[config.mk]
export PLATFORM = sky130hd
export DESIGN_NAME = bist_seq_ctrl_flat
export DESIGN_NICKNAME = d
export VERILOG_FILES = /design/src/rtl/bist_pkg.sv /design/src/rtl/bist_seq_ctrl_if.sv /design/src/rtl/bist_run_timer.sv /design/src/rtl/bist_seq_ctrl.sv /design/src/flat_wrapper.sv
export SDC_FILE = /design/constraint.sdc
export NUM_CORES = 1
export LEC_CHECK = 0
export ABC_AREA = 0
export BUFFER_PORTS_ARGS = -buffer_cell sky130_fd_sc_hd__buf_2
export CORE_AREA = 2 2 91 110
export DETAILED_ROUTE_END_ITERATION = 8
export DIE_AREA = 0 0 93 112
export PLACE_DENSITY_LB_ADDON = 0.1
export SLEW_MARGIN = 20
export SYNTH_ARGS = -nofsm -noshare
export SYNTH_HDL_FRONTEND = slang
export SYNTH_HIERARCHICAL = 1
export SYNTH_SLANG_ARGS = --single-unit
[constraint.sdc]
create_clock -name clk -period 5.4 [get_ports clk]
set_clock_uncertainty 0.1 [all_clocks]
set_input_delay 1.08 -clock clk [delete_from_list [all_inputs] [get_ports clk]]
set_output_delay 1.08 -clock clk [all_outputs]
set_load 0.005 [all_outputs]
[src/rtl/bist_pkg.sv]
// rtl/bist_pkg.sv - shared encodings, states and BSR layout for the BIST sequencer
package bist_pkg;

  typedef enum logic [1:0] {
    OP_LOAD     = 2'b00,
    OP_RUN      = 2'b01,
    OP_SETSTATE = 2'b10,
    OP_ABORT    = 2'b11
  } cmd_op_e;

  typedef enum logic [2:0] {
    ST_IDLE,
    ST_LOAD_UPD,
    ST_LOAD_HOLD,
    ST_RUN_ARM,
    ST_RUN_WAIT,
    ST_RUN_END,
    ST_SET_UPD
  } state_e;

  localparam int BSR_CFG_HI = 9;
  localparam int BSR_CFG_LO = 6;
  localparam int BSR_CHK_HI = 5;
  localparam int BSR_CHK_LO = 2;

  localparam logic [7:0] CLEAN_FINISH = 8'hFF;

  function automatic logic [9:0] bsr_word(input logic [3:0] cfg, input logic [3:0] chk);
    logic [9:0] w;
    w = '0;
    w[BSR_CFG_HI:BSR_CFG_LO] = cfg;
    w[BSR_CHK_HI:BSR_CHK_LO] = chk;
    return w;
  endfunction

endpackage

[src/rtl/bist_seq_ctrl_if.sv]
// rtl/bist_seq_ctrl_if.sv - host command channel into the BIST sequencer
interface bist_seq_ctrl_if;
  logic       cmd_valid;
  logic       cmd_ready;
  logic [1:0] cmd_op;
  logic [7:0] cmd_data;

  modport master (output cmd_valid, output cmd_op, output cmd_data, input cmd_ready);
  modport slave  (input cmd_valid, input cmd_op, input cmd_data, output cmd_ready);
endinterface

[src/rtl/bist_run_timer.sv]
// rtl/bist_run_timer.sv - loadable up-counter flagging the RUN watchdog limit
module bist_run_timer #(
  parameter int TIMEOUT = 4096
) (
  input  logic clk,
  input  logic TLR,
  input  logic i_load,
  input  logic i_en,
  output logic o_terminal
);
  localparam int CW = $clog2(TIMEOUT + 1);

  logic [CW-1:0] r_count;

  always_ff @(posedge clk) begin
    if (TLR)         r_count <= '0;
    else if (i_load) r_count <= '0;
    else if (i_en)   r_count <= r_count + 1'b1;
  end

  assign o_terminal = (r_count == CW'(TIMEOUT - 1));
endmodule

[src/rtl/bist_seq_ctrl.sv]
// rtl/bist_seq_ctrl.sv - command-driven sequencer driving the BIST engine selects and BSR
module bist_seq_ctrl
  import bist_pkg::*;
#(
  parameter int  DEPTH   = 256,
  parameter int  TIMEOUT = 4096,
  localparam int WIDTH   = $clog2(DEPTH)
) (
  input  logic                 clk,
  input  logic                 TLR,
  bist_seq_ctrl_if.slave       cmd,
  output logic                 RUNBIST_SELECT,
  output logic                 GETTEST_SELECT,
  output logic                 SETSTATE_SELECT,
  output logic                 UPDATEDR,
  output logic [9:0]           BSR,
  input  logic                 RESET_SM,
  input  logic                 error,
  input  logic [7:0]           BIST_DATA,
  output logic                 busy,
  output logic                 done,
  output logic                 pass,
  output logic [7:0]           fail_index,
  output logic                 timeout,
  output logic [WIDTH:0]       vec_count,
  output logic                 cmd_err
);
  localparam logic [WIDTH:0] VEC_FULL = (WIDTH+1)'(DEPTH);

  state_e  r_state, w_next;
  cmd_op_e w_op;
  logic    w_accept, w_load_ok, w_run_ok, w_set_ok, w_reject;
  logic    w_timer_load, w_timer_en, w_timer_term;
  logic    r_err_seen;

  assign w_op     = cmd_op_e'(cmd.cmd_op);
  assign w_accept = cmd.cmd_valid & cmd.cmd_ready;

  bist_run_timer #(.TIMEOUT(TIMEOUT)) u_timer (
    .clk        (clk),
    .TLR        (TLR),
    .i_load     (w_timer_load),
    .i_en       (w_timer_en),
    .o_terminal (w_timer_term)
  );

  always_ff @(posedge clk) begin
    if (TLR) r_state <= ST_IDLE;
    else     r_state <= w_next;
  end

  always_comb begin
    w_next          = r_state;
    cmd.cmd_ready   = 1'b0;
    busy            = 1'b1;
    RUNBIST_SELECT  = 1'b0;
    GETTEST_SELECT  = 1'b0;
    SETSTATE_SELECT = 1'b0;
    UPDATEDR        = 1'b0;
    done            = 1'b0;
    w_load_ok       = 1'b0;
    w_run_ok        = 1'b0;
    w_set_ok        = 1'b0;
    w_reject        = 1'b0;
    w_timer_load    = 1'b0;
    w_timer_en      = 1'b0;
    case (r_state)
      ST_IDLE, ST_LOAD_HOLD: begin
        cmd.cmd_ready  = 1'b1;
        busy           = 1'b0;
        // holding GETTEST keeps the engine's write pointer between LOADs
        GETTEST_SELECT = (r_state == ST_LOAD_HOLD);
        if (w_accept) begin
          case (w_op)
            OP_LOAD: begin
              if (r_state == ST_LOAD_HOLD && vec_count == VEC_FULL) w_reject = 1'b1;
              else begin
                w_load_ok = 1'b1;
                w_next    = ST_LOAD_UPD;
              end
            end
            OP_RUN: begin
              if (vec_count == '0) w_reject = 1'b1;
              else begin
                w_run_ok = 1'b1;
                w_next   = ST_RUN_ARM;
              end
            end
            OP_SETSTATE: begin
              w_set_ok = 1'b1;
              w_next   = ST_SET_UPD;
            end
            OP_ABORT: w_next = ST_IDLE;
            default:  w_next = ST_IDLE;
          endcase
        end
      end
      ST_LOAD_UPD: begin
        GETTEST_SELECT = 1'b1;
        UPDATEDR       = 1'b1;
        w_next         = ST_LOAD_HOLD;
      end
      ST_RUN_ARM: begin
        RUNBIST_SELECT = 1'b1;
        w_timer_load   = 1'b1;
        w_next         = ST_RUN_WAIT;
      end
      ST_RUN_WAIT: begin
        RUNBIST_SELECT = 1'b1;
        w_timer_en     = 1'b1;
        if (RESET_SM || w_timer_term) w_next = ST_RUN_END;
      end
      ST_RUN_END: begin
        done   = 1'b1;
        w_next = ST_IDLE;
      end
      ST_SET_UPD: begin
        SETSTATE_SELECT = 1'b1;
        UPDATEDR        = 1'b1;
        w_next          = ST_IDLE;
      end
      default: w_next = ST_IDLE;
    endcase
  end

  always_ff @(posedge clk) begin
    if (TLR) begin
      BSR        <= '0;
      vec_count  <= '0;
      pass       <= 1'b0;
      fail_index <= CLEAN_FINISH;
      timeout    <= 1'b0;
      cmd_err    <= 1'b0;
      r_err_seen <= 1'b0;
    end else begin
      cmd_err <= w_reject;
      if (w_load_ok) begin
        BSR <= bsr_word(cmd.cmd_data[7:4], cmd.cmd_data[3:0]);
        if (r_state == ST_IDLE) vec_count <= '0;
      end
      if (r_state == ST_LOAD_UPD) vec_count <= vec_count + 1'b1;
      if (w_set_ok) BSR <= bsr_word(cmd.cmd_data[3:0], 4'h0);
      if (w_run_ok) begin
        pass       <= 1'b0;
        timeout    <= 1'b0;
        fail_index <= CLEAN_FINISH;
        r_err_seen <= 1'b0;
      end
      if (r_state == ST_RUN_WAIT) begin
        if (error && !r_err_seen) begin
          fail_index <= BIST_DATA;
          r_err_seen <= 1'b1;
        end
        // a finish landing on the watchdog limit still counts as completion
        if (!RESET_SM && w_timer_term) timeout <= 1'b1;
      end
      if (r_state == ST_RUN_END)
        pass <= !timeout && (fail_index == CLEAN_FINISH) && !error;
    end
  end
endmodule

[src/flat_wrapper.sv]
// flat-port wrapper written by rule: the top's interface ports become plain ports
module bist_seq_ctrl_flat import bist_pkg::*;
#(
  parameter int  DEPTH   = 256,
  parameter int  TIMEOUT = 4096,
  localparam int WIDTH   = $clog2(DEPTH)
)
  (clk, TLR, RUNBIST_SELECT, GETTEST_SELECT, SETSTATE_SELECT, UPDATEDR, BSR, RESET_SM, error, BIST_DATA, busy, done, pass, fail_index, timeout, vec_count, cmd_err, cmd_cmd_valid, cmd_cmd_op, cmd_cmd_data, cmd_cmd_ready);
  bist_seq_ctrl_if cmd_i ();
  input  logic clk;
  input  logic TLR;
  output logic RUNBIST_SELECT;
  output logic GETTEST_SELECT;
  output logic SETSTATE_SELECT;
  output logic UPDATEDR;
  output logic [9:0] BSR;
  input  logic RESET_SM;
  input  logic error;
  input  logic [7:0] BIST_DATA;
  output logic busy;
  output logic done;
  output logic pass;
  output logic [7:0] fail_index;
  output logic timeout;
  output logic [WIDTH:0] vec_count;
  output logic cmd_err;
  input wire logic [$bits(cmd_i.cmd_valid)-1:0] cmd_cmd_valid;
  input wire logic [$bits(cmd_i.cmd_op)-1:0] cmd_cmd_op;
  input wire logic [$bits(cmd_i.cmd_data)-1:0] cmd_cmd_data;
  output wire logic [$bits(cmd_i.cmd_ready)-1:0] cmd_cmd_ready;
  assign cmd_i.cmd_valid = cmd_cmd_valid;
  assign cmd_i.cmd_op = cmd_cmd_op;
  assign cmd_i.cmd_data = cmd_cmd_data;
  assign cmd_cmd_ready = cmd_i.cmd_ready;
  bist_seq_ctrl #(.DEPTH(DEPTH), .TIMEOUT(TIMEOUT)) u_core (.clk(clk), .TLR(TLR), .cmd(cmd_i), .RUNBIST_SELECT(RUNBIST_SELECT), .GETTEST_SELECT(GETTEST_SELECT), .SETSTATE_SELECT(SETSTATE_SELECT), .UPDATEDR(UPDATEDR), .BSR(BSR), .RESET_SM(RESET_SM), .error(error), .BIST_DATA(BIST_DATA), .busy(busy), .done(done), .pass(pass), .fail_index(fail_index), .timeout(timeout), .vec_count(vec_count), .cmd_err(cmd_err));
endmodule
==> impl_summary.txt, run 1 <==
----------------------------------------------------
[Setup path]
  Data required time of the critical path ... around 4.2 ns
  CP arrival ... ~1.6 ns
  Crit path capture type ... output pin
  Largest stage delay on the critical path ... about 0.57 ns
  CP Max Fanout ... 13
  Startpoint type of the worst setup path ... register
  Delay-heaviest family, CP ... simple AND/OR/NAND/NOR gates
  Total buffers and inverters traversed by the critical path ... 1
  Cells traversed along the worst timing path ... nand2b_1 -> nor2_1 -> or2_2 -> buf_2
  Library cell contributing the largest single delay on the critical path ... dfxtp_1
  Crit path kind ... reg2out

[Place]
  DP Worst Slack ... around 2.4 ns
  Weighted congestion at the end of routability-driven global placement ... about 0.69
  Port Buffers ... 57
  Sum of net half-perimeters after detailed placement ... 4160 um
  Total placed instance area ... about 2700 um^2

[Clocking]
  Clk slew on worst S/H paths ... 0.06 ns
  Setup repair bufs after CTS ... 0
  TritonCTS clock tree ... done
  Clock root buffer ... clkbuf_16
  Number of resized instances in the post-cts repair step ... 0
  Clock Sink Count ... between 40 and 50
  TritonCTS Buffers ... 5
  Worst-case clock buffer depth ... 2
  Level count of the clock H-tree ... 2
  Clock insertion delay at the later pin of the skew report ... 0.28 ns
  Hold buffer count at CTS ... 0

[Routing]
  Aggregate routed wire length ... 5770 um
  Number of detailed-route iterations in the first pass ... 4
  Iteration-0 DRC count of the detailed router ... 41
  Drt drc ... 0
  Routed length on met1 ... between 2000 and 3000 um
  Via count normalized by instance count ... between 4 and 5
  Met3 WL post-DR ... roughly 190 um
  Post-detailed-route count of antenna-violating nets ... 0
  Wire length per cell after detailed routing ... 13.2 um
  Length of routed met2 wiring ... between 2000 and 3000 um
  Highest layer used for signal routing ... met4
  Via count of the routed design ... 2,003

[Floorplan]
  Die outline area ... approximately 10,000 um^2
  Total number of placement rows ... 39
  Vertical die dimension ... 112 um
  Starting density of the core ... 24.5%
  Core area ... 9370 um^2
  I/O pins ... 60
  Die width ... a little over 90 um

[Final layout]
  Area taken by flip-flops and latches ... between 900 and 1000 um^2
  Finished layout cell area ... around 2800 um^2
  Finished Core Util ... 30.2%
  Diode insertion count for antenna repair ... 0
  Area growth from synthesis to layout ... 23.5%
  Multi-input combinational cell area ... 1290 um^2
  Share of final-layout standard cells stronger than drive strength 1 ... between 20% and 30%
  Final net count ... between 300 and 400
  Fill cells ... 1,038

[Synth]
  Number of flops mapped to enable cells by yosys ... 0
  Sequential element share of the synthesized area ... 39.3%
  Post-synth design cell area ... 2290 um^2
  Yosys top cell area share ... 39.3%
  Avg Inst Size Synth ... a little under 9 um^2
  Synth top area cells ... dfxtp_1 (39%), nor2_1 (5.7%), mux2i_1 (4.8%)
  Gate count of the mapped netlist ... between 200 and 300
  Predominant post-synthesis flop cell ... dfxtp_1
  Synth unique cells ... just under 50
  Post-synthesis sequential element count ... 45
  Cell taking the most area after synthesis ... dfxtp_1
  Synthesis Warnings ... 6
  FFs w/ async S/R, synth ... 0%
  Most frequent cell after synthesis ... dfxtp_1
  Synth top cells by count ... dfxtp_1 (45), nor2_1 (35), nand2_1 (15), a21oi_1 (14), mux2i_1 (11)

[STA]
  Max Clk Rate ... approximately 0.36 GHz
  Sum of negative setup slack ... 0 ns
  Hold Violations, Final ... 0
  Tightest Pin Transition ... around 0.64 ns
  Setup slack of the critical path after layout ... ~2.6 ns
  Final worst path period share ... a little over half
  RSZ-0062 raised after global routing ... false
  Total count of max-transition violations in the final report ... 0
  Max transition margin ... 57.3%
  Setup violations, final ... 0
  Crit path time final ... roughly 2.8 ns

[Global routing]
  Vias in the first global route ... about 1,900
  GRT Resource Usage Total ... roughly 11%
  Pin count of the biggest net entering global routing ... 29
  First-pass GRT wire length ... 9400 um
  Number of antenna violations at the first check in global routing ... 0
  Sum of overflow across all layers after global routing ... 0

[Flow run]
  Max-capacitance violation count ... 0

[Pwr]
  Power Density ... roughly 280 nW/um^2
  Lkg Pwr ... ~1.2 nW
  Max VDD drop ... ~160 uV

[Run status]
  Status ... complete, no violations

[Hold path]
  Class of the tightest hold or removal check ... reg2reg

----------------------------------------------------
## per-layer routing
metal | up-vias | track usage, %
li1 | 1039 | -
met2 | 31 | 17.9
met1 | 931 | 15.3
met4 | 0 | 2.94
met5 | - | 0
met3 | 2 | 2.30
## worst min-delay path, cell delays in order, from the launching register on
cell     delay [ns]
dfxtp_1        0.30
nand2_1        0.05
a21oi_1        0.05
## cell type report
type	count	area share, %
repair buffers	57	10.1
clock inverters	2	1.24
well taps	123	5.43
clock buffers	5	4.42
multi-input cells	195	45.7
inverters	10	1.33
flip-flops and latches	45	31.8
## placed cells by master, fill, tap and decap left out, types with 2 or more instances in the layout
cell type  count
a211oi_1       5
a21oi_1       14
and3b_1        8
buf_2         57
clkbuf_16      5
conb_1         2
dfxtp_1       45
ha_1           8
inv_1          9
mux2i_1       11
nand2_1       15
nand2b_1       5
nand3_1        6
nand3b_1       3
nand4_1        5
nand4b_1       2
nor2_1        35
nor3_1         7
nor3b_1        2
nor4_1         5
o211ai_1       2
o21ai_0        8
o21bai_1       9
o31ai_1        5
or2_2          3
or3_1          4
or3_2          2
or3b_1         2
or4_1          4
xnor2_1        6
xor2_1         2
## report_power, final
group	switching (mW)	leakage [nW]	total, mW	internal [mW]
registers	0.0165	0.364	0.360	0.344
logic	0.0585	0.754	0.104	0.0456
clock network	0.123	0.0797	0.338	0.215
total	0.198	1.20	0.802	0.604
## worst paths after layout
path | startpoint | end | slack [ns] | cells after the start
setup / recovery | u_core/r_state[1] | UPDATEDR | 2.59 | 4
hold / removal | u_core/r_err_seen | u_core/r_err_seen | 0.35 | 2
setup reg to reg | u_core/r_state[2] | u_core/fail_index[5] | 3.07 | 5
hold reg to reg | u_core/r_err_seen | u_core/r_err_seen | 0.35 | 2
## kinds of logic after synthesis
family	share of synthesized area [%]
and+or+nand+nor	29.2
AOI/OAI and AO/OA	14.7
DFF	39.3
buffers and inverters	4.42
muxes	4.80
adders and majority gates	4.36
xor gates and xnor gates	3.06
other	0.164
## flip-flops by register name, summed over array words and instances (netlist names)
signal / flops
u_core/fail_index: 8
u_core/pass: 1
u_core/timeout: 1
u_core/vec_count: 9
u_core/cmd_err: 1
u_core/r_state: 3
u_core/BSR: 8
u_core/u_timer/r_count: 13
u_core/r_err_seen: 1
## through the flow
step	total power [mW]	hold WS (ns)	cells
6_report	0.802	0.349	437
5_1_grt	0.844	0.412	437
4_1_cts	0.823	0.350	437
3_5_place_dp	0.474	0.341	430
3_3_place_gp	0.474	0.337	430
2_1_floorplan	0.437	0.331	262
Note: power is estimated with default switching activity, not from simulation.
==> inputs of run 2 (changes only) <==
clock period = 2.4 ns   (was 5.4 ns; I/O delays follow)
==> run 2 against run 1 <==
Die area unchanged. Power up 130%. Via count up 2.4%. Non-clock buffer count grew 13. Count of clock-buffer cells in the layout increased by 2. Flip-flop and latch count stayed put. Clock power rose by 140%. Worst setup slack lost 2.4 ns. Wire length is 2.0% higher. Critical path depth is 1 higher. First-iteration DRC count is 51% higher.
==> impl_summary.txt, run 2 (same netlist as run 1, synthesis figures left out) <==
----------------------------------------------------
[Floorplan]
  Vertical die dimension ... approximately 110 um
  Total number of placement rows ... 39
  I/O pins ... 60
  Core area ... 9370 um^2
  Starting density of the core ... approximately a quarter
  Die outline area ... 10,400 um^2
  Die width ... about 93 um

[Final layout]
  Number of flip-flops in the largest register ... 13
  Most common cell after layout, fill and taps aside ... buf_2
  Area growth from synthesis to layout ... 28.3%
  Share of final-layout standard cells stronger than drive strength 1 ... between 20% and 30%
  Diode insertion count for antenna repair ... 0
  Register ranked first by flip-flop count ... u_core/u_timer/r_count
  Final net count ... about 360
  Fill cells ... just over 1,000
  Commonest cells after routing, fill and taps aside ... buf_2 (57), dfxtp_1 (45), nor2_1 (35), nand2_1 (15), a21oi_1 (14)
  Regs by FF count ... u_core/u_timer/r_count (13), u_core/vec_count (9)

[Routing]
  Via count normalized by instance count ... 4.55
  Via count of the routed design ... 2,052
  Iteration-0 DRC count of the detailed router ... 62
  Number of detailed-route iterations in the first pass ... 4
  Post-detailed-route count of antenna-violating nets ... 0
  Aggregate routed wire length ... 5880 um
  Drt drc ... 0
  Wire length per cell after detailed routing ... ~13 um

[Clocking]
  Clock root buffer ... clkbuf_16
  Clk slew on worst S/H paths ... ~0.06 ns
  Clock Sink Count ... 45
  TritonCTS Buffers ... 5
  Hold buffer count at CTS ... 0
  Setup repair bufs after CTS ... 0
  Clock insertion delay at the later pin of the skew report ... 0.28 ns
  TritonCTS clock tree ... done
  Number of resized instances in the post-cts repair step ... 0
  Level count of the clock H-tree ... 2
  Worst-case clock buffer depth ... 2

[Global routing]
  GRT Resource Usage Total ... 11.4%
  Highest-utilization routing layer at the global route stage ... met2
  Number of antenna violations at the first check in global routing ... 0
  Met1 global-route usage ... 15.1%
  Met2 Resource Use GR ... a little under a fifth
  Vias in the first global route ... a little under 2,000
  Pin count of the biggest net entering global routing ... 22
  Sum of overflow across all layers after global routing ... 0
  Met3 layer usage reported by global route ... around 2.6%
  First-pass GRT wire length ... between 9000 and 10,000 um

[Pwr]
  Comb pwr share ... between 10 and 15%
  Internal ... between 1 and 1.5 mW
  Net switching power of the design ... around 0.45 mW
  Power Density ... 635 nW/um^2
  Lkg Pwr ... 1.27 nW
  Net switching share of the total power ... between 20% and 30%
  Fraction of power consumed by the clock network ... a little over two fifths
  Max VDD drop ... around 240 uV
  Part of the power in registers ... a little over two fifths
  Total Power Consumption ... around 1.9 mW

[Setup path]
  Crit path kind ... reg2out
  Total buffers and inverters traversed by the critical path ... 3
  Cells traversed along the worst timing path ... buf_4 -> inv_1 -> nor3b_1 -> or2_2 -> buf_2
  Library cell contributing the largest single delay on the critical path ... dfxtp_1
  CP arrival ... ~1.6 ns
  Crit path capture type ... output pin
  Largest stage delay on the critical path ... 0.45 ns
  Data required time of the critical path ... about 1.8 ns
  CP Max Fanout ... 7
  Delay-heaviest family, CP ... simple AND/OR/NAND/NOR gates
  Startpoint type of the worst setup path ... register

[STA]
  Total count of max-transition violations in the final report ... 0
  Sum of negative setup slack ... 0 ns
  Final worst path period share ... around nine tenths
  Crit path time final ... between 2 and 2.5 ns
  Max Clk Rate ... around 0.46 GHz
  Hold Violations, Final ... 0
  RSZ-0062 raised after global routing ... false
  Setup violations, final ... 0

[Run status]
  Status ... complete, no violations

[Place]
  Weighted congestion at the end of routability-driven global placement ... roughly 0.70
  Sum of net half-perimeters after detailed placement ... between 4000 and 5000 um
  Port Buffers ... 57

[Flow run]
  Max-capacitance violation count ... 0

[Hold path]
  Class of the tightest hold or removal check ... in2reg

----------------------------------------------------
run 2: path summary, 6_finish.rpt:
kind / from / to / slack, ns / depth (start not counted)
worst max-delay path: u_core/r_state[2] / UPDATEDR / 0.22 / 5
worst min-delay path: BIST_DATA[5] / u_core/fail_index[5] / 0.35 / 3
worst max register to register: u_core/r_state[2] / u_core/u_timer/r_count[11] / 0.33 / 5
worst min register to register: u_core/r_err_seen / u_core/r_err_seen / 0.35 / 2
run 2: final cells by class:
type / count / area [um^2] / area share, %
timing repair buffer: 70 / 383 / 13.0
tap: 123 / 154 / 5.23
multi-input combinational: 195 / 1290 / 44.0
inverter: 10 / 37.5 / 1.28
clock buffer: 7 / 143 / 4.85
sequential: 45 / 901 / 30.6
clock inverter: 1 / 30.0 / 1.02
run 2: routing by layer:
metal / up-vias / share of wire (%)
met5: - / 0
met2: 54 / 47
met3: 4 / 4.5
met1: 929 / 47
li1: 1065 / -
met4: 0 / 0.75
run 2: per-stage QoR:
stage	cells	util [%]	area (um^2)	hold slack, ns	setup WS (ns)
3_5_place_dp	443	29.6	2770	0.346	0.170
6_report	451	31.4	2940	0.350	0.225
2_1_floorplan	262	-	2300	0.331	0.311
5_1_grt	451	31.4	2940	0.360	0.0752
3_3_place_gp	443	29.6	2770	0.339	0.222
4_1_cts	451	31.4	2940	0.344	0.194
run 2: worst reg2reg max path, delay by kind of cell (launching register included):
kind / cells / cell delay, ns
DFF: 1 / 0.45
buffers and inverters: 1 / 0.15
and+or+nand+nor: 3 / 1.15
AOI/OAI and AO/OA: 1 / 0.15
run 2: power by group through the flow:
stage                     registers [mW]  clock network (mW)  logic [mW]
after floorplan                    0.808                   0       0.174
final                              0.799               0.795       0.276
after CTS                          0.799               0.845       0.282
after global placement             0.815                   0       0.281
after global routing               0.802               0.859       0.309
after detailed placement           0.815                   0       0.281
==> inputs of run 3 (changes only) <==
BUFFER_PORTS_ARGS = default   (was -buffer_cell sky130_fd_sc_hd__buf_2)
CORE_AREA = 2 2 62 76   (was 2 2 91 110)
DIE_AREA = 0 0 64 78   (was 0 0 93 112)
DONT_BUFFER_PORTS = 1   (was default)
==> run 3 against run 2 <==
Via count decreased by 12%. Utilization increased by 27 points. Maximum frequency is 3.9% higher. Combinational power shrank 30%. Largest cell class unchanged. Highest routed layer unchanged.
==> impl_summary.txt, run 3 (same netlist as run 1, synthesis figures left out) <==
----------------------------------------------------
[Setup path]
  CP Max Fanout ... 9
  Delay-heaviest family, CP ... simple AND/OR/NAND/NOR gates
  CP arrival ... roughly 2.2 ns
  Launch point of the worst path ... u_core/r_state[2]
  Cells traversed along the worst timing path ... buf_4 -> or2_1 -> or3_4 -> or4_1 -> a21oi_1
  Worst reg2reg path startpoint ... u_core/r_state[2]
  Crit path capture type ... register
  Library cell contributing the largest single delay on the critical path ... or4_1
  Largest stage delay on the critical path ... roughly 0.50 ns
  Startpoint type of the worst setup path ... register
  Total buffers and inverters traversed by the critical path ... 1
  Crit path kind ... reg2reg
  Data required time of the critical path ... approximately 2.5 ns

[Clocking]
  Hold buffer count at CTS ... 0
  TritonCTS clock tree ... done
  Level count of the clock H-tree ... 2
  Worst-case clock buffer depth ... 2
  Setup repair bufs after CTS ... 0
  Clock insertion delay at the later pin of the skew report ... 0.29 ns
  Clock Sink Count ... 45
  Clock root buffer ... clkbuf_8
  Clk slew on worst S/H paths ... approximately 0.08 ns
  TritonCTS Buffers ... 5
  Number of resized instances in the post-cts repair step ... 0

[Pwr]
  Max VDD drop ... ~270 uV
  Power Density ... 612 nW/um^2
  Total Power Consumption ... roughly 1.5 mW
  Lkg Pwr ... between 0.9 and 1 nW

[STA]
  Crit path time final ... approximately 2.1 ns
  Sum of negative setup slack ... 0 ns
  Final worst path period share ... between 80% and 90%
  Max transition margin ... between 60 and 70%
  RSZ-0062 raised after global routing ... false
  Total count of max-transition violations in the final report ... 0
  Setup slack of the critical path after layout ... 0.306 ns
  Tightest Pin Transition ... around 0.54 ns
  Post-route worst hold slack ... about 0.15 ns
  Setup violations, final ... 0
  Hold Violations, Final ... 0
  Max Clk Rate ... around 0.48 GHz

[Global routing]
  First-pass GRT wire length ... ~7600 um
  Sum of overflow across all layers after global routing ... 0
  Vias in the first global route ... approximately 1,700
  GRT Resource Usage Total ... between 10% and 20%
  Pin count of the biggest net entering global routing ... 29
  Number of antenna violations at the first check in global routing ... 0

[Final layout]
  Area growth from synthesis to layout ... 6.82%
  Finished Core Util ... 58.4%
  Commonest cells after routing, fill and taps aside ... dfxtp_1 (45), nor2_1 (35), nand2_1 (15), a21oi_1 (14), mux2i_1 (11)
  Register ranked first by flip-flop count ... u_core/u_timer/r_count
  Regs by FF count ... u_core/u_timer/r_count (13), u_core/vec_count (9)
  Share of final-layout standard cells stronger than drive strength 1 ... a little under a tenth
  Final net count ... about 300
  Diode insertion count for antenna repair ... 0
  Number of flip-flops in the largest register ... 13
  Most common cell after layout, fill and taps aside ... dfxtp_1

[Floorplan]
  Core area ... around 4200 um^2
  Die width ... 64 um
  Die outline area ... 4990 um^2
  Vertical die dimension ... approximately 78 um
  I/O pins ... 60
  Starting density of the core ... 54.7%
  Total number of placement rows ... 26

[Place]
  DP Worst Slack ... roughly 0.3 ns
  Sum of net half-perimeters after detailed placement ... 3290 um
  Port Buffers ... 0
  Weighted congestion at the end of routability-driven global placement ... just over 0.8

[Routing]
  Post-detailed-route count of antenna-violating nets ... 0
  Wire length per cell after detailed routing ... ~14 um
  Iteration-0 DRC count of the detailed router ... ~140
  Via count normalized by instance count ... approximately 5.6
  Number of detailed-route iterations in the first pass ... 4
  Drt drc ... 0
  Aggregate routed wire length ... approximately 4500 um
  Via count of the routed design ... around 1,800

[Run status]
  Status ... complete, no violations

[Hold path]
  Hold Startpoint ... TLR
  Class of the tightest hold or removal check ... in2reg

[Flow run]
  Max-capacitance violation count ... 0

----------------------------------------------------
==> run 3: cell count changes in the layout (fill, tap and decap cells not counted), sizes merged <==
cell,change
buf,-64
bufinv,-1
clkinv,+1
==> run 3: power by group <==
| part | leakage (nW) | switching, mW | internal, mW |
|---|---|---|---|
| logic | 0.534 | 0.113 | 0.0809 |
| clock network | 0.0542 | 0.246 | 0.260 |
| registers | 0.364 | 0.0263 | 0.773 |
| total | 0.953 | 0.386 | 1.11 |
==> run 3: final timing paths <==
| path | end | slack (ns) | cells past startpoint |
|---|---|---|---|
| worst max-delay path | u_core/vec_count[7] | 0.31 | 5 |
| worst min register to register | u_core/r_err_seen | 0.35 | 2 |
| worst max register to register | u_core/vec_count[7] | 0.31 | 5 |
| worst min-delay path | u_core/vec_count[1] | 0.15 | 1 |
==> run 3: per-layer routing <==
layer  routed length (um)  global-route usage [%]
met5                    0                       0
met4                   65                    6.52
met3                  268                    6.09
met2                 2090                    30.6
met1                 2040                    23.2
==> run 3: area by class of cell <==
type / instances / area [um^2]
clock buffers: 7 / 96.3
clock inverters: 1 / 5.00
fillers: 390 / 1750
inverters: 10 / 37.5
multi-input cells: 195 / 1290
flip-flops and latches: 45 / 901
well taps: 56 / 70.1
repair buffers: 6 / 45.0
==> run 3: stage by stage <==
stage,instance area (um^2),std cells
after floorplan,2300,262
after global placement,2350,312
after detailed placement,2350,312
after CTS,2450,320
after global routing,2450,320
final,2450,320
